File: src/rtl/if_id_hazard_if.sv
// -----------------------------------------------------------------------------
// if_id_hazard_if
//   Bundles the fetch-side inputs and IF/ID-side outputs of the IF/ID hazard
//   unit.
//
//   master : pipeline side; drives fetch/EX/MEM/branch info, observes
//            the IF/ID register and the hazard controls.
//   slave  : the hazard unit itself (if_id_hazard).
//
//   Signals
//     Instruction_if, NextPC_if     fetched instruction and its PC+4
//     ex_memread, ex_rt             EX-stage load and its destination reg
//     mem_memread, mem_rt           MEM-stage load and its destination reg
//     BranchTaken                   ID-stage branch comparator result
//     Instruction_id, NextPC_id     IF/ID register contents
//     valid_id                      IF/ID holds a real instruction
//     PC_IFWrite                    PC write enable (0 = hold PC)
//     J, JR, JumpAddr               jump selects and jump target
//     bubble_id                     ID/EX must load a NOP
//     stall_cnt, flush_cnt          only when HAZARD_STATS_EN is defined
// -----------------------------------------------------------------------------
interface if_id_hazard_if;
    logic [31:0] Instruction_if;
    logic [31:0] NextPC_if;
    logic        ex_memread;
    logic [4:0]  ex_rt;
    logic        mem_memread;
    logic [4:0]  mem_rt;
    logic        BranchTaken;

    logic [31:0] Instruction_id;
    logic [31:0] NextPC_id;
    logic        valid_id;
    logic        PC_IFWrite;
    logic        J;
    logic        JR;
    logic [31:0] JumpAddr;
    logic        bubble_id;
`ifdef HAZARD_STATS_EN
    logic [15:0] stall_cnt;
    logic [15:0] flush_cnt;
`endif

    modport master (
        output Instruction_if, NextPC_if,
        output ex_memread, ex_rt, mem_memread, mem_rt, BranchTaken,
        input  Instruction_id, NextPC_id, valid_id,
        input  PC_IFWrite, J, JR, JumpAddr, bubble_id
`ifdef HAZARD_STATS_EN
        , input stall_cnt, flush_cnt
`endif
    );

    modport slave (
        input  Instruction_if, NextPC_if,
        input  ex_memread, ex_rt, mem_memread, mem_rt, BranchTaken,
        output Instruction_id, NextPC_id, valid_id,
        output PC_IFWrite, J, JR, JumpAddr, bubble_id
`ifdef HAZARD_STATS_EN
        , output stall_cnt, flush_cnt
`endif
    );
endinterface

File: src/rtl/if_id_hazard.sv
// -----------------------------------------------------------------------------
// if_id_hazard
//   IF/ID pipeline register with load-use / branch-load stall detection and
//   jump / taken-branch flush control for a classic 5-stage MIPS pipeline.
//
//   Ports
//     clk    : rising-edge clock
//     reset  : asynchronous, active-high; clears the IF/ID register
//     bus    : if_id_hazard_if.slave (fetch inputs, EX/MEM load info,
//              BranchTaken; IF/ID contents, PC_IFWrite, J, JR, JumpAddr,
//              bubble_id)
//
//   Optional build macro
//     HAZARD_STATS_EN : adds saturating 16-bit stall_cnt / flush_cnt on the
//                       interface, counting edges with stall / flush.
// -----------------------------------------------------------------------------
module if_id_hazard (
    input  logic           clk,
    input  logic           reset,
    if_id_hazard_if.slave  bus
);

    localparam logic [5:0] OP_RTYPE = 6'b000000;
    localparam logic [5:0] OP_BEQ   = 6'b000100;
    localparam logic [5:0] OP_BNE   = 6'b000101;
    localparam logic [5:0] OP_J     = 6'b000010;
    localparam logic [5:0] OP_JAL   = 6'b000011;
    localparam logic [5:0] FN_JR    = 6'b001000;

    // IF/ID register
    logic [31:0] r_instr_id;
    logic [31:0] r_npc_id;
    logic        r_valid_id;

    // decode of the instruction in ID
    logic [5:0]  w_op;
    logic [5:0]  w_funct;
    logic [4:0]  w_rs;
    logic [4:0]  w_rt;
    logic        w_is_branch;
    logic        w_is_jump;
    logic        w_is_jr;
    logic        w_uses_rt;

    // hazard / control
    logic        w_load_use;
    logic        w_branch_load;
    logic        w_stall;
    logic        w_j;
    logic        w_jr;
    logic        w_flush;

    // ------------------------------------------------------------------
    // Decode
    // ------------------------------------------------------------------
    always_comb begin
        w_op        = r_instr_id[31:26];
        w_rs        = r_instr_id[25:21];
        w_rt        = r_instr_id[20:16];
        w_funct     = r_instr_id[5:0];
        w_is_branch = (w_op == OP_BEQ) || (w_op == OP_BNE);
        w_is_jump   = (w_op == OP_J)   || (w_op == OP_JAL);
        w_is_jr     = (w_op == OP_RTYPE) && (w_funct == FN_JR);
        // rt is a source only for R-type and branches; for I-type it is the
        // destination and must not trigger a load-use stall.
        w_uses_rt   = (w_op == OP_RTYPE) || w_is_branch;
    end

    // ------------------------------------------------------------------
    // Hazard detection
    // ------------------------------------------------------------------
    always_comb begin
        w_load_use    = 1'b0;
        w_branch_load = 1'b0;

        // Load in EX feeding any consumer in ID.  ex_rt != 0 keeps $0 and
        // the all-zero NOP from ever stalling.
        if (r_valid_id && bus.ex_memread && (bus.ex_rt != 5'd0)) begin
            if ((bus.ex_rt == w_rs) || (w_uses_rt && (bus.ex_rt == w_rt)))
                w_load_use = 1'b1;
        end

        // Branch / jr resolve in ID, so a load still in MEM is too late to
        // forward; stall one more cycle.
        if (r_valid_id && (w_is_branch || w_is_jr) &&
            bus.mem_memread && (bus.mem_rt != 5'd0)) begin
            if ((bus.mem_rt == w_rs) || (w_is_branch && (bus.mem_rt == w_rt)))
                w_branch_load = 1'b1;
        end

        w_stall = w_load_use || w_branch_load;
    end

    // ------------------------------------------------------------------
    // Jump selects and flush; stall suppresses every redirect.
    // ------------------------------------------------------------------
    always_comb begin
        w_j     = r_valid_id && w_is_jump && !w_stall;
        w_jr    = r_valid_id && w_is_jr   && !w_stall;
        w_flush = !w_stall &&
                  (w_j || w_jr || (r_valid_id && w_is_branch && bus.BranchTaken));
    end

    // ------------------------------------------------------------------
    // IF/ID register: stall holds, flush inserts an invalid NOP.
    // ------------------------------------------------------------------
    always_ff @(posedge clk or posedge reset) begin
        if (reset) begin
            r_instr_id <= '0;
            r_npc_id   <= '0;
            r_valid_id <= 1'b0;
        end else if (w_stall) begin
            r_instr_id <= r_instr_id;
            r_npc_id   <= r_npc_id;
            r_valid_id <= r_valid_id;
        end else if (w_flush) begin
            r_instr_id <= '0;
            r_npc_id   <= bus.NextPC_if;
            r_valid_id <= 1'b0;
        end else begin
            r_instr_id <= bus.Instruction_if;
            r_npc_id   <= bus.NextPC_if;
            r_valid_id <= 1'b1;
        end
    end

    // ------------------------------------------------------------------
    // Outputs
    // ------------------------------------------------------------------
    assign bus.Instruction_id = r_instr_id;
    assign bus.NextPC_id      = r_npc_id;
    assign bus.valid_id       = r_valid_id;
    assign bus.PC_IFWrite     = ~w_stall;
    assign bus.bubble_id      = w_stall;
    assign bus.J              = w_j;
    assign bus.JR             = w_jr;
    assign bus.JumpAddr       = {r_npc_id[31:28], r_instr_id[25:0], 2'b00};

`ifdef HAZARD_STATS_EN
    // ------------------------------------------------------------------
    // Saturating event counters
    // ------------------------------------------------------------------
    logic [15:0] r_stall_cnt;
    logic [15:0] r_flush_cnt;

    always_ff @(posedge clk or posedge reset) begin
        if (reset) begin
            r_stall_cnt <= '0;
            r_flush_cnt <= '0;
        end else begin
            if (w_stall && (r_stall_cnt != '1))
                r_stall_cnt <= r_stall_cnt + 16'd1;
            if (w_flush && (r_flush_cnt != '1))
                r_flush_cnt <= r_flush_cnt + 16'd1;
        end
    end

    assign bus.stall_cnt = r_stall_cnt;
    assign bus.flush_cnt = r_flush_cnt;
`endif

endmodule
File: src/flat_wrapper.sv
// flat-port wrapper written by rule: the top's interface ports become plain ports
module if_id_hazard_flat 
  (clk, reset, bus_Instruction_if, bus_NextPC_if, bus_ex_memread, bus_ex_rt, bus_mem_memread, bus_mem_rt, bus_BranchTaken, bus_Instruction_id, bus_NextPC_id, bus_valid_id, bus_PC_IFWrite, bus_J, bus_JR, bus_JumpAddr, bus_bubble_id);
  if_id_hazard_if bus_i ();
  input  logic clk;
  input  logic reset;
  input wire logic [$bits(bus_i.Instruction_if)-1:0] bus_Instruction_if;
  input wire logic [$bits(bus_i.NextPC_if)-1:0] bus_NextPC_if;
  input wire logic [$bits(bus_i.ex_memread)-1:0] bus_ex_memread;
  input wire logic [$bits(bus_i.ex_rt)-1:0] bus_ex_rt;
  input wire logic [$bits(bus_i.mem_memread)-1:0] bus_mem_memread;
  input wire logic [$bits(bus_i.mem_rt)-1:0] bus_mem_rt;
  input wire logic [$bits(bus_i.BranchTaken)-1:0] bus_BranchTaken;
  output wire logic [$bits(bus_i.Instruction_id)-1:0] bus_Instruction_id;
  output wire logic [$bits(bus_i.NextPC_id)-1:0] bus_NextPC_id;
  output wire logic [$bits(bus_i.valid_id)-1:0] bus_valid_id;
  output wire logic [$bits(bus_i.PC_IFWrite)-1:0] bus_PC_IFWrite;
  output wire logic [$bits(bus_i.J)-1:0] bus_J;
  output wire logic [$bits(bus_i.JR)-1:0] bus_JR;
  output wire logic [$bits(bus_i.JumpAddr)-1:0] bus_JumpAddr;
  output wire logic [$bits(bus_i.bubble_id)-1:0] bus_bubble_id;
  assign bus_i.Instruction_if = bus_Instruction_if;
  assign bus_i.NextPC_if = bus_NextPC_if;
  assign bus_i.ex_memread = bus_ex_memread;
  assign bus_i.ex_rt = bus_ex_rt;
  assign bus_i.mem_memread = bus_mem_memread;
  assign bus_i.mem_rt = bus_mem_rt;
  assign bus_i.BranchTaken = bus_BranchTaken;
  assign bus_Instruction_id = bus_i.Instruction_id;
  assign bus_NextPC_id = bus_i.NextPC_id;
  assign bus_valid_id = bus_i.valid_id;
  assign bus_PC_IFWrite = bus_i.PC_IFWrite;
  assign bus_J = bus_i.J;
  assign bus_JR = bus_i.JR;
  assign bus_JumpAddr = bus_i.JumpAddr;
  assign bus_bubble_id = bus_i.bubble_id;
  if_id_hazard u_core (.clk(clk), .reset(reset), .bus(bus_i));
endmodule
File: config.mk
export PLATFORM = sky130hd
export DESIGN_NAME = if_id_hazard_flat
export DESIGN_NICKNAME = d
export VERILOG_FILES = /design/src/rtl/if_id_hazard_if.sv /design/src/rtl/if_id_hazard.sv /design/src/flat_wrapper.sv
export SDC_FILE = /design/constraint.sdc
export NUM_CORES = 1
export LEC_CHECK = 0
export CAP_MARGIN = 20
export CORE_MARGIN = 2
export CORE_UTILIZATION = 42
export DETAILED_ROUTE_END_ITERATION = 6
export PLACE_DENSITY_LB_ADDON = 0.12
export SYNTH_ARGS = -nofsm -noshare
export SYNTH_HDL_FRONTEND = slang
export SYNTH_SLANG_ARGS = --single-unit
File: constraint.sdc
create_clock -name clk -period 3.3 [get_ports clk]
set_clock_uncertainty 0.15 [all_clocks]
set_input_delay 0.495 -clock clk [delete_from_list [all_inputs] [get_ports clk]]
set_output_delay 0.495 -clock clk [all_outputs]
set_load 0.03 [all_outputs]
==> key figures, run 1 <==
Clock network
  • Clock Tree Root: clkbuf_8
  • CTS tree: yes
  • CTS Hold Bufs: 0
  • Total CTS buffers: 9
  • Clock-pin slew on the worst setup and hold paths: 0.07 ns
  • Clock sink count: 65
  • CTS Buffer Depth: 2
  • Worst-Skew Late Latency: 0.34 ns
  • Htree depth: 3

Floorplan
  • Horiz. Die Dim: 91.9 um
  • Core ar.: 7610 sq um
  • Initial core utilization: 0.427
  • I/O pins: 180
  • Die Area: 8450 sq um
  • Vert. Die Dim: 91.9 um
  • # rows: 32

Synth
  • Cell taking the most area after synthesis: dfrtp_1
  • Dominant cells by area after synthesis: dfrtp_1 50%, mux2i_1 9.9%, buf_4 8.3%
  • Synth Area in Adders: 0
  • Number of synthesized flops with an enable pin: 0
  • Syn Std Cell Area: 3250 sq um
  • Gate Count Post-Synth: 287
  • Synth Area in XOR/XNOR: 0.0540
  • Post-synthesis simple-gate area fraction: 0.0783
  • Share of the synthesized area in the top cell type: 0.501
  • Ys Warns: 0
  • Mux share of post-synthesis cell area: 0.210
  • Yosys cell types: 29
  • Synth Area in Compound Gates: 0.0193
  • Yosys reg bits: 65
  • Seq/Total Area, Yosys: 0.501
  • Top_reg_cell synth: dfrtp_1
  • Synth async-reset ratio: 1.00
  • Largest family of logic cells by synthesized area: multiplexers
  • Mean Syn Cell Area: 11.3 sq um

Setup path
  • Reg2reg end: u_core.bus.NextPC_id[16]
  • Critical path type: in2out
  • Worst EP required: 2.65 ns
  • Setup crit start kind: input port
  • CP endpoint: bus_PC_IFWrite
  • Worst R2R Start: u_core.bus.Instruction_id[30]
  • Internal reg-to-reg setup slack: 0.61 ns
  • Crit end category: primary output
  • Crit. Startpoint: bus_ex_rt[2]
  • Crit path arrival time: 2.50 ns
  • Max FO, Critical Path: 32
  • Worst reg-to-reg path cell count: 8

Min path
  • Hold Crit Class: reg2reg

Final layout
  • ANT cells: 0
  • Area Growth Syn to Fin: 60.7%
  • Fin area: 5220 sq um
  • Fin util: 0.686
  • Proportion of layout cells with a drive suffix above 1: 0.104
  • Fill count: 604
  • Nets: 527

STA
  • Slew Limit Fails: 0
  • RSZ-0062 raised after global routing: no
  • Worst slew pin tran: 0.813 ns
  • Tcrit/Tclk final: 0.952
  • Final setup violation count: 0
  • FMAX: 0.318 GHz
  • Final hold vios: 0
  • Hold Slack: 0.342 ns
  • Final min period: 3.14 ns
  • Rel. slew slack: 0.458

Drt
  • WL per Instance: 14.5 um
  • Routed wire length: 8070 um
  • Vias per Instance: 4.67
  • Detailed router's first-iteration violation count: 46
  • Drt pass-1 iters: 4
  • DRT antenna net count: 0
  • DR vias: 2593
  • Residual DRC: 0

Run status
  • Status: finished, final reports clean

Placement
  • Port buffer count: 177
  • Placer Congestion: 0.860
  • Post-DP Area: 4960 sq um
  • Post-DP HPWL: 6040 um

GRT
  • First-pass GRT wire length: 12700 um
  • Pin count of the biggest net entering global routing: 66
  • Total GRT Usage: 0.191
  • Total gr overflow: 0
  • Initial antenna violation count: 0
  • Vias in the first global route: 2593

Pwr
  • VDD IR-drop max: 0.217 mV
  • Pwr/cell area: 441 nW/um^2
  • Static leakage: 2.27 nW

Flow run
  • Max cap viols: 0
## worst min-delay path by stage
| stage | from | to | slack, ns | cells after the start |
|---|---|---|---|---|
| after floorplan | bus_NextPC_if[0] | u_core.bus.NextPC_id[0] | 0.48 | 1 |
| after global placement | u_core.bus.NextPC_id[3] | u_core.bus.NextPC_id[3] | 0.32 | 1 |
| after detailed placement | u_core.bus.NextPC_id[0] | u_core.bus.NextPC_id[0] | 0.33 | 1 |
| after CTS | u_core.bus.NextPC_id[0] | u_core.bus.NextPC_id[0] | 0.35 | 1 |
| after global routing | u_core.bus.NextPC_id[4] | u_core.bus.NextPC_id[4] | 0.36 | 1 |
| final | u_core.bus.NextPC_id[0] | u_core.bus.NextPC_id[0] | 0.34 | 1 |
## registers in the layout, indices dropped and copies added, names as in the netlist
name                       flops
u_core.bus.NextPC_id          32
u_core.bus.valid_id            1
u_core.bus.Instruction_id     32
## critical path: stages
cell and delay (ns):
clkdlybuf4s50_1 0.42, buf_4 0.15, xor2_1 0.13, nor4_1 0.29
a31oi_1 0.17, o21ai_4 0.24, buf_8 0.29, inv_1 0.12
buf_12 0.15
## report_power, final
group	switching [W]	total (W)	internal, W	leakage (nW)
Clock	0.000336	0.000769	0.000433	0.110
Sequential	0.0000604	0.000914	0.000854	0.759
Combinational	0.000315	0.000615	0.000300	1.40
Total	0.000711	0.00230	0.00159	2.27
## area by class of cell
type | count | area (sq um) | share of cell area
timing repair buffer | 191 | 1910 | 0.366
sequential | 65 | 1630 | 0.312
multi-input combinational | 147 | 1200 | 0.230
inverter | 34 | 128 | 0.0245
tap | 102 | 128 | 0.0245
clock buffer | 9 | 124 | 0.0237
clock inverter | 7 | 103 | 0.0197
## synth_stat cells, types with 4 or more instances
master / instances
buf_4: 36
dfrtp_1: 65
inv_1: 34
mux2_1: 23
mux2_2: 9
mux2i_1: 32
nand2_1: 33
nand3_1: 4
xnor2_1: 8
xor2_1: 12
## per-stage QoR
step | total power, W | instances | worst slack, ns | TNS, ns
floorplan | 0.00127 | 288 | 0.557 | 0
global placement | 0.00154 | 537 | 0.0501 | 0
detailed placement | 0.00155 | 537 | -0.000119 | -0.000119
CTS | 0.00232 | 553 | 0.0331 | 0
global route | 0.00240 | 555 | 0.0263 | 0
finish | 0.00230 | 555 | 0.159 | 0
## layout by cell type (no fill, tap or decap), types with 2 or more instances in the layout
cell / synthesis / routed
nand3_1: 4 / 4
mux2_2: 9 / 9
xnor2_1: 8 / 8
or4_1: 2 / 2
nand4_1: 2 / 2
nand2_1: 33 / 33
nor4_1: 3 / 3
a21oi_1: 2 / 2
dlymetal6s2s_1: 0 / 2
nor2_1: 2 / 2
bufinv_16: 0 / 2
buf_12: 0 / 2
clkbuf_8: 0 / 9
inv_6: 0 / 2
buf_4: 36 / 13
nor3_1: 3 / 3
mux2i_1: 32 / 32
clkdlybuf4s50_1: 0 / 173
xor2_1: 12 / 12
conb_1: 1 / 2
dfrtp_1: 65 / 65
mux2_1: 23 / 23
inv_1: 34 / 33
clkinv_4: 0 / 2
## layer usage
| metal | up-vias | routed length [um] | track usage |
|---|---|---|---|
| met5 | - | 0 | 0 |
| met4 | 0 | 69 | 0.0547 |
| met3 | 8 | 564 | 0.0575 |
| met2 | 115 | 3990 | 0.309 |
| met1 | 1252 | 3450 | 0.251 |
| li1 | 1218 | - | - |
## kinds of logic after synthesis
logic type	after synthesis
buf+inv	76
mux	64
compound gates	8
flops	65
xor+xnor	20
simple gates	53
other cells	1
## timing repair
item	CTS	global route
hold endpoints to repair	0	0
buffers inserted	0	2
resized for setup	1	4
pin swaps	0	1
endpoints found under the setup margin	2	4
Note: power is estimated with default switching activity, not from simulation.
==> inputs of run 2 (changes only) <==
CTS_BUF_LIST = sky130_fd_sc_hd__clkbuf_16   (was not set)
GPL_ROUTABILITY_DRIVEN = 0   (was not set)
==> run 2 against run 1 <==
  * Clock-buffer cell count did not move
  * Critical path depth unchanged
  * Sequential share of layout area decreased by 0.59 points
  * Sequential power about the same
  * Sequential cell count did not move
  * Combinational power hardly changed
  * Via count increased by 1.7%
  * Largest power group is now the clock network
  * Die area stayed put
  * Final area is 1.9% higher
==> key figures, run 2 (synthesized netlist as in run 1, its figures left out) <==
STA
  • Final min period: 3.14 ns
  • FMAX: 0.318 GHz
  • Setup TNS: 0 ns
  • Final hold vios: 0
  • Tcrit/Tclk final: 0.951
  • Worst slew pin tran: 0.827 ns
  • Final setup violation count: 0
  • RSZ-0062 raised after global routing: no
  • Rel. slew slack: 0.448
  • Slew Limit Fails: 0

Pwr
  • Tot Pwr: 0.00256 W
  • VDD IR-drop max: 0.269 mV
  • Static leakage: 2.32 nW
  • Pwr/cell area: 482 nW/um^2

Clock network
  • Clock Tree Root: clkbuf_16
  • Total CTS buffers: 9
  • Htree depth: 3
  • Clock sink count: 65
  • Worst-Skew Late Latency: 0.32 ns
  • CTS tree: yes
  • Clock-pin slew on the worst setup and hold paths: 0.06 ns
  • CTS Buffer Depth: 2

Final layout
  • Area of the multi-input gates: 1200 sq um
  • Commonest non-fill, non-tap cell in the layout: clkdlybuf4s50_1
  • ANT cells: 0
  • Nets: 527
  • Proportion of layout cells with a drive suffix above 1: 0.104
  • Fill count: 585
  • Area Growth Syn to Fin: 63.8%
  • FF/Latch Area: 1630 sq um
  • Most frequent cells in the layout: 173 x clkdlybuf4s50_1, 65 x dfrtp_1, 33 x inv_1, 33 x nand2_1, 32 x mux2i_1
  • Fin util: 0.699

Setup path
  • Worst reg-to-reg path cell count: 8
  • Worst R2R Start: u_core.bus.Instruction_id[30]
  • Critical path type: in2out
  • Largest stage delay, worst path: 0.42 ns
  • Crit path arrival time: 2.49 ns
  • Max FO, Critical Path: 32
  • Setup crit start kind: input port
  • Worst-path cell chain: clkdlybuf4s50_1 -> buf_4 -> xor2_1 -> nor4_1 -> a31oi_1 -> o21ai_4 -> buf_8 -> inv_1 -> buf_12
  • Internal reg-to-reg setup slack: 0.61 ns
  • CP max-delay cell: clkdlybuf4s50_1
  • Worst EP required: 2.65 ns
  • Reg2reg end: u_core.bus.NextPC_id[16]
  • Crit end category: primary output
  • Crit. Startpoint: bus_ex_rt[2]

Drt
  • Routed wire length: 8180 um
  • Vias per Instance: 4.75
  • DR vias: 2636
  • DRT antenna net count: 0
  • WL per Instance: 14.7 um
  • Residual DRC: 0
  • Detailed router's first-iteration violation count: 59
  • Drt pass-1 iters: 4

Placement
  • Port buffer count: 177
  • Post-DP HPWL: 6040 um

GRT
  • Total gr overflow: 0
  • Total GRT Usage: 0.195
  • First-pass GRT wire length: 13000 um
  • Initial antenna violation count: 0
  • Vias in the first global route: 2599
  • Pin count of the biggest net entering global routing: 66

Min path
  • Min-delay src: u_core.bus.NextPC_id[3]
  • Hold Crit Class: reg2reg
  • Worst Hold Endpoint: u_core.bus.NextPC_id[3]
  • Hold path depth: 1

Floorplan
  • Die Area: 8450 sq um
  • I/O pins: 180
  • # rows: 32
  • Core ar.: 7610 sq um
  • Horiz. Die Dim: 91.9 um
  • Initial core utilization: 0.427
  • Vert. Die Dim: 91.9 um

Flow run
  • Max cap viols: 0

Run status
  • Status: finished, final reports clean
## run 2: area by class of cell
class                           count  share of cell area
Tap cell                          102              0.0240
Clock inverter                      7              0.0193
Clock buffer                        9              0.0424
Sequential cell                    65               0.306
Multi-Input combinational cell    147               0.225
Timing Repair Buffer              191               0.359
Inverter                           34              0.0240
## run 2: worst max-delay path by stage
stage / to / slack (ns)
detailed placement: bus_PC_IFWrite / -0.0001
finish: bus_PC_IFWrite / 0.16
CTS: bus_J / 0.04
global route: bus_PC_IFWrite / 0.04
global placement: bus_PC_IFWrite / 0.05
floorplan: bus_J / 0.56
## run 2: power by group
group,total [W],internal (W),switching [W]
logic,0.000616,0.000300,0.000316
registers,0.000916,0.000855,0.0000609
clock network,0.00103,0.000669,0.000365
## run 2: repair_timing
item                       CTS  global route
pin swaps                    0             1
setup endpoints to repair    1             4
hold buffers                 0             0
resized for setup            1             4
setup buffers                0             2
## run 2: worst max-delay path: cells and delay by family
kind,cells,cell delay [ns]
buf+inv,5,1.14
compound gates,2,0.41
simple gates,1,0.29
xor+xnor,1,0.13
## run 2: through the flow
step | hold WS (ns) | instance area (sq um) | worst slack, ns | cells
after floorplan | 0.477 | 3250 | 0.557 | 288
after global placement | 0.323 | 4960 | 0.0501 | 537
after detailed placement | 0.331 | 4960 | -0.000119 | 537
after CTS | 0.343 | 5290 | 0.0429 | 553
after global routing | 0.352 | 5320 | 0.0357 | 555
final | 0.338 | 5320 | 0.160 | 555
## run 2: metal layers
metal / track usage / part of all wire
met5: 0 / 0
met4: 0.0659 / 0.014
met3: 0.0526 / 0.069
met2: 0.315 / 0.49
met1: 0.255 / 0.43
==> inputs of run 3 (changes only) <==
CORE_ASPECT_RATIO = 1.2   (was not set)
CTS_BUF_LIST = sky130_fd_sc_hd__clkbuf_4 sky130_fd_sc_hd__clkbuf_8 sky130_fd_sc_hd__clkbuf_16   (was sky130_fd_sc_hd__clkbuf_16)
==> run 3 against run 2 <==
  * Final cell count decreased by 3.2%
  * Clock power decreased by 40%
  * Setup slack improved by 0.25 ns
  * Clock-buffer cell count increased by 2
  * Total power decreased by 17%
  * Final area decreased by 4.6%
  * Worst hold slack improved by 0.0025 ns
  * Combinational power decreased by 2%
  * First-iteration DRC count increased by 39%
  * Sequential share of layout area increased by 1.5 points
  * Critical path depth decreased by 1
  * Utilization decreased by 2.9 points
==> key figures, run 3 (synthesized netlist as in run 1, its figures left out) <==
Clock network
  • CTS tree: yes
  • Clock sink count: 65
  • Postcts setup bufs: 0
  • Clock-pin slew on the worst setup and hold paths: 0.07 ns
  • CTS Hold Bufs: 0
  • CTS Buffer Depth: 2
  • Post-CTS sizing: 0
  • Total CTS buffers: 9
  • Htree depth: 3
  • Worst-Skew Late Latency: 0.33 ns
  • Clock Tree Root: clkbuf_8

Floorplan
  • Horiz. Die Dim: 84.2 um
  • Vert. Die Dim: 100 um
  • Core ar.: 7580 sq um
  • # rows: 35
  • I/O pins: 180
  • Initial core utilization: 0.428
  • Die Area: 8450 sq um

Pwr
  • Switching pwr: 0.000687 W
  • Reg power frac: 0.427
  • Clock power share: 0.290
  • Pwr/cell area: 422 nW/um^2
  • Internal power: 0.00145 W
  • Static leakage: 2.17 nW
  • Sw frac: 0.321
  • VDD IR-drop max: 0.247 mV
  • Comb pwr share: 0.283

GRT
  • Total GRT Usage: 0.187
  • M2 GR Usage: 0.316
  • Initial antenna violation count: 0
  • Pin count of the biggest net entering global routing: 66
  • GRT busiest layer: met2
  • Vias in the first global route: 2548
  • Total gr overflow: 0
  • M1 GR Usage: 0.236
  • First-pass GRT wire length: 12500 um
  • Met3 global-route usage: 0.0551

Final layout
  • Final Instance Count excl. Fillers: 537
  • ANT cells: 0
  • Nets: 519
  • Area Growth Syn to Fin: 56.3%
  • Fin util: 0.670
  • Fin area: 5070 sq um
  • Commonest non-fill, non-tap cell in the layout: clkdlybuf4s50_1
  • Most frequent cells in the layout: 173 x clkdlybuf4s50_1, 65 x dfrtp_1, 33 x inv_1, 33 x nand2_1, 32 x mux2i_1
  • Proportion of layout cells with a drive suffix above 1: 0.0921

Min path
  • Min-delay src: u_core.bus.NextPC_id[6]
  • Hold path depth: 1
  • Worst Hold Endpoint: u_core.bus.NextPC_id[6]
  • Hold Crit Class: reg2reg

Drt
  • Routed wire length: 7860 um
  • Drt pass-1 iters: 4
  • DRT antenna net count: 0
  • Residual DRC: 0
  • Vias per Instance: 4.58
  • Detailed router's first-iteration violation count: 82
  • DR vias: 2459
  • WL per Instance: 14.6 um

STA
  • Slew Limit Fails: 0
  • Final hold vios: 0
  • Rel. slew slack: 0.463
  • Worst slew pin tran: 0.806 ns
  • FMAX: 0.347 GHz
  • Setup TNS: 0 ns
  • RSZ-0062 raised after global routing: no
  • Tcrit/Tclk final: 0.874
  • Final setup violation count: 0
  • Min setup slack post-route: 0.415 ns
  • Final min period: 2.89 ns

Setup path
  • Internal reg-to-reg setup slack: 0.72 ns
  • Max FO, Critical Path: 8
  • Crit end category: primary output
  • Crit-path leading delay family: simple AND/OR/NAND/NOR gates
  • Setup crit start kind: input port
  • Critical path type: in2out
  • Worst-path cell chain: clkdlybuf4s50_1 -> or4_1 -> o21ai_1 -> a21oi_1 -> o21ai_2 -> o21ai_4 -> nor2_1 -> buf_4
  • Worst EP required: 2.65 ns
  • CP max-delay cell: or4_1
  • Largest stage delay, worst path: 0.54 ns
  • Worst R2R Start: u_core.bus.Instruction_id[31]
  • Crit path arrival time: 2.24 ns
  • Worst Path Buf+Inv: 2
  • Reg2reg end: u_core.bus.NextPC_id[7]
  • Worst reg-to-reg path cell count: 7

Placement
  • Post-DP HPWL: 6000 um
  • Pre-CTS WS: 0.297 ns
  • Inst Count DP: 521
  • Post-DP Area: 4890 sq um
  • Port buffer count: 177

Flow run
  • Max cap viols: 0

Run status
  • Status: finished, final reports clean
-- run 3: changes by cell type in the layout (fill, tap and decap cells not counted), moves of 2 or more --
cell,before,now
bufinv_16,2,0
clkbuf_16,9,0
dlymetal6s2s_1,2,0
clkinvlp_4,1,3
buf_4,13,9
clkbuf_8,0,10
-- run 3: metrics by stage --
stage / hold slack (ns) / power (W)
global placement: 0.324 / 0.00153
detailed placement: 0.331 / 0.00154
CTS: 0.347 / 0.00217
global route: 0.363 / 0.00224
floorplan: 0.477 / 0.00127
finish: 0.341 / 0.00214
-- run 3: how the worst max path moves through the flow --
| stage | start | to | cells after the start |
|---|---|---|---|
| after CTS | bus_ex_rt[2] | bus_J | 6 |
| after floorplan | bus_ex_rt[2] | bus_J | 6 |
| after global routing | bus_mem_rt[0] | bus_J | 8 |
| after detailed placement | bus_ex_rt[2] | u_core.bus.NextPC_id[1] | 7 |
| final | bus_mem_rt[0] | bus_J | 8 |
| after global placement | bus_ex_rt[1] | u_core.bus.NextPC_id[11] | 7 |
-- run 3: power by group through the flow --
| stage | Clock [W] | Combinational, W | Sequential (W) |
|---|---|---|---|
| 6_report | 0.000620 | 0.000606 | 0.000913 |
| 5_1_grt | 0.000680 | 0.000641 | 0.000924 |
| 4_1_cts | 0.000640 | 0.000614 | 0.000915 |
| 3_5_place_dp | 0 | 0.000611 | 0.000930 |
| 3_3_place_gp | 0 | 0.000604 | 0.000927 |
| 2_1_floorplan | 0 | 0.000235 | 0.00103 |
-- run 3: final cells by class --
cell class                 count  area [sq um]
tap                           92           115
clock buffer                  11           145
fill                         615          2500
sequential                    65          1630
timing repair buffer         183          1820
multi-input combinational    147          1200
clock inverter                 5          40.0
inverter                      34           128
-- run 3: layer usage --
layer / vias up / wire length (um)
met5: - / 0
met4: 0 / 56
met3: 4 / 528
met2: 103 / 3990
met1: 1146 / 3290
li1: 1206 / -
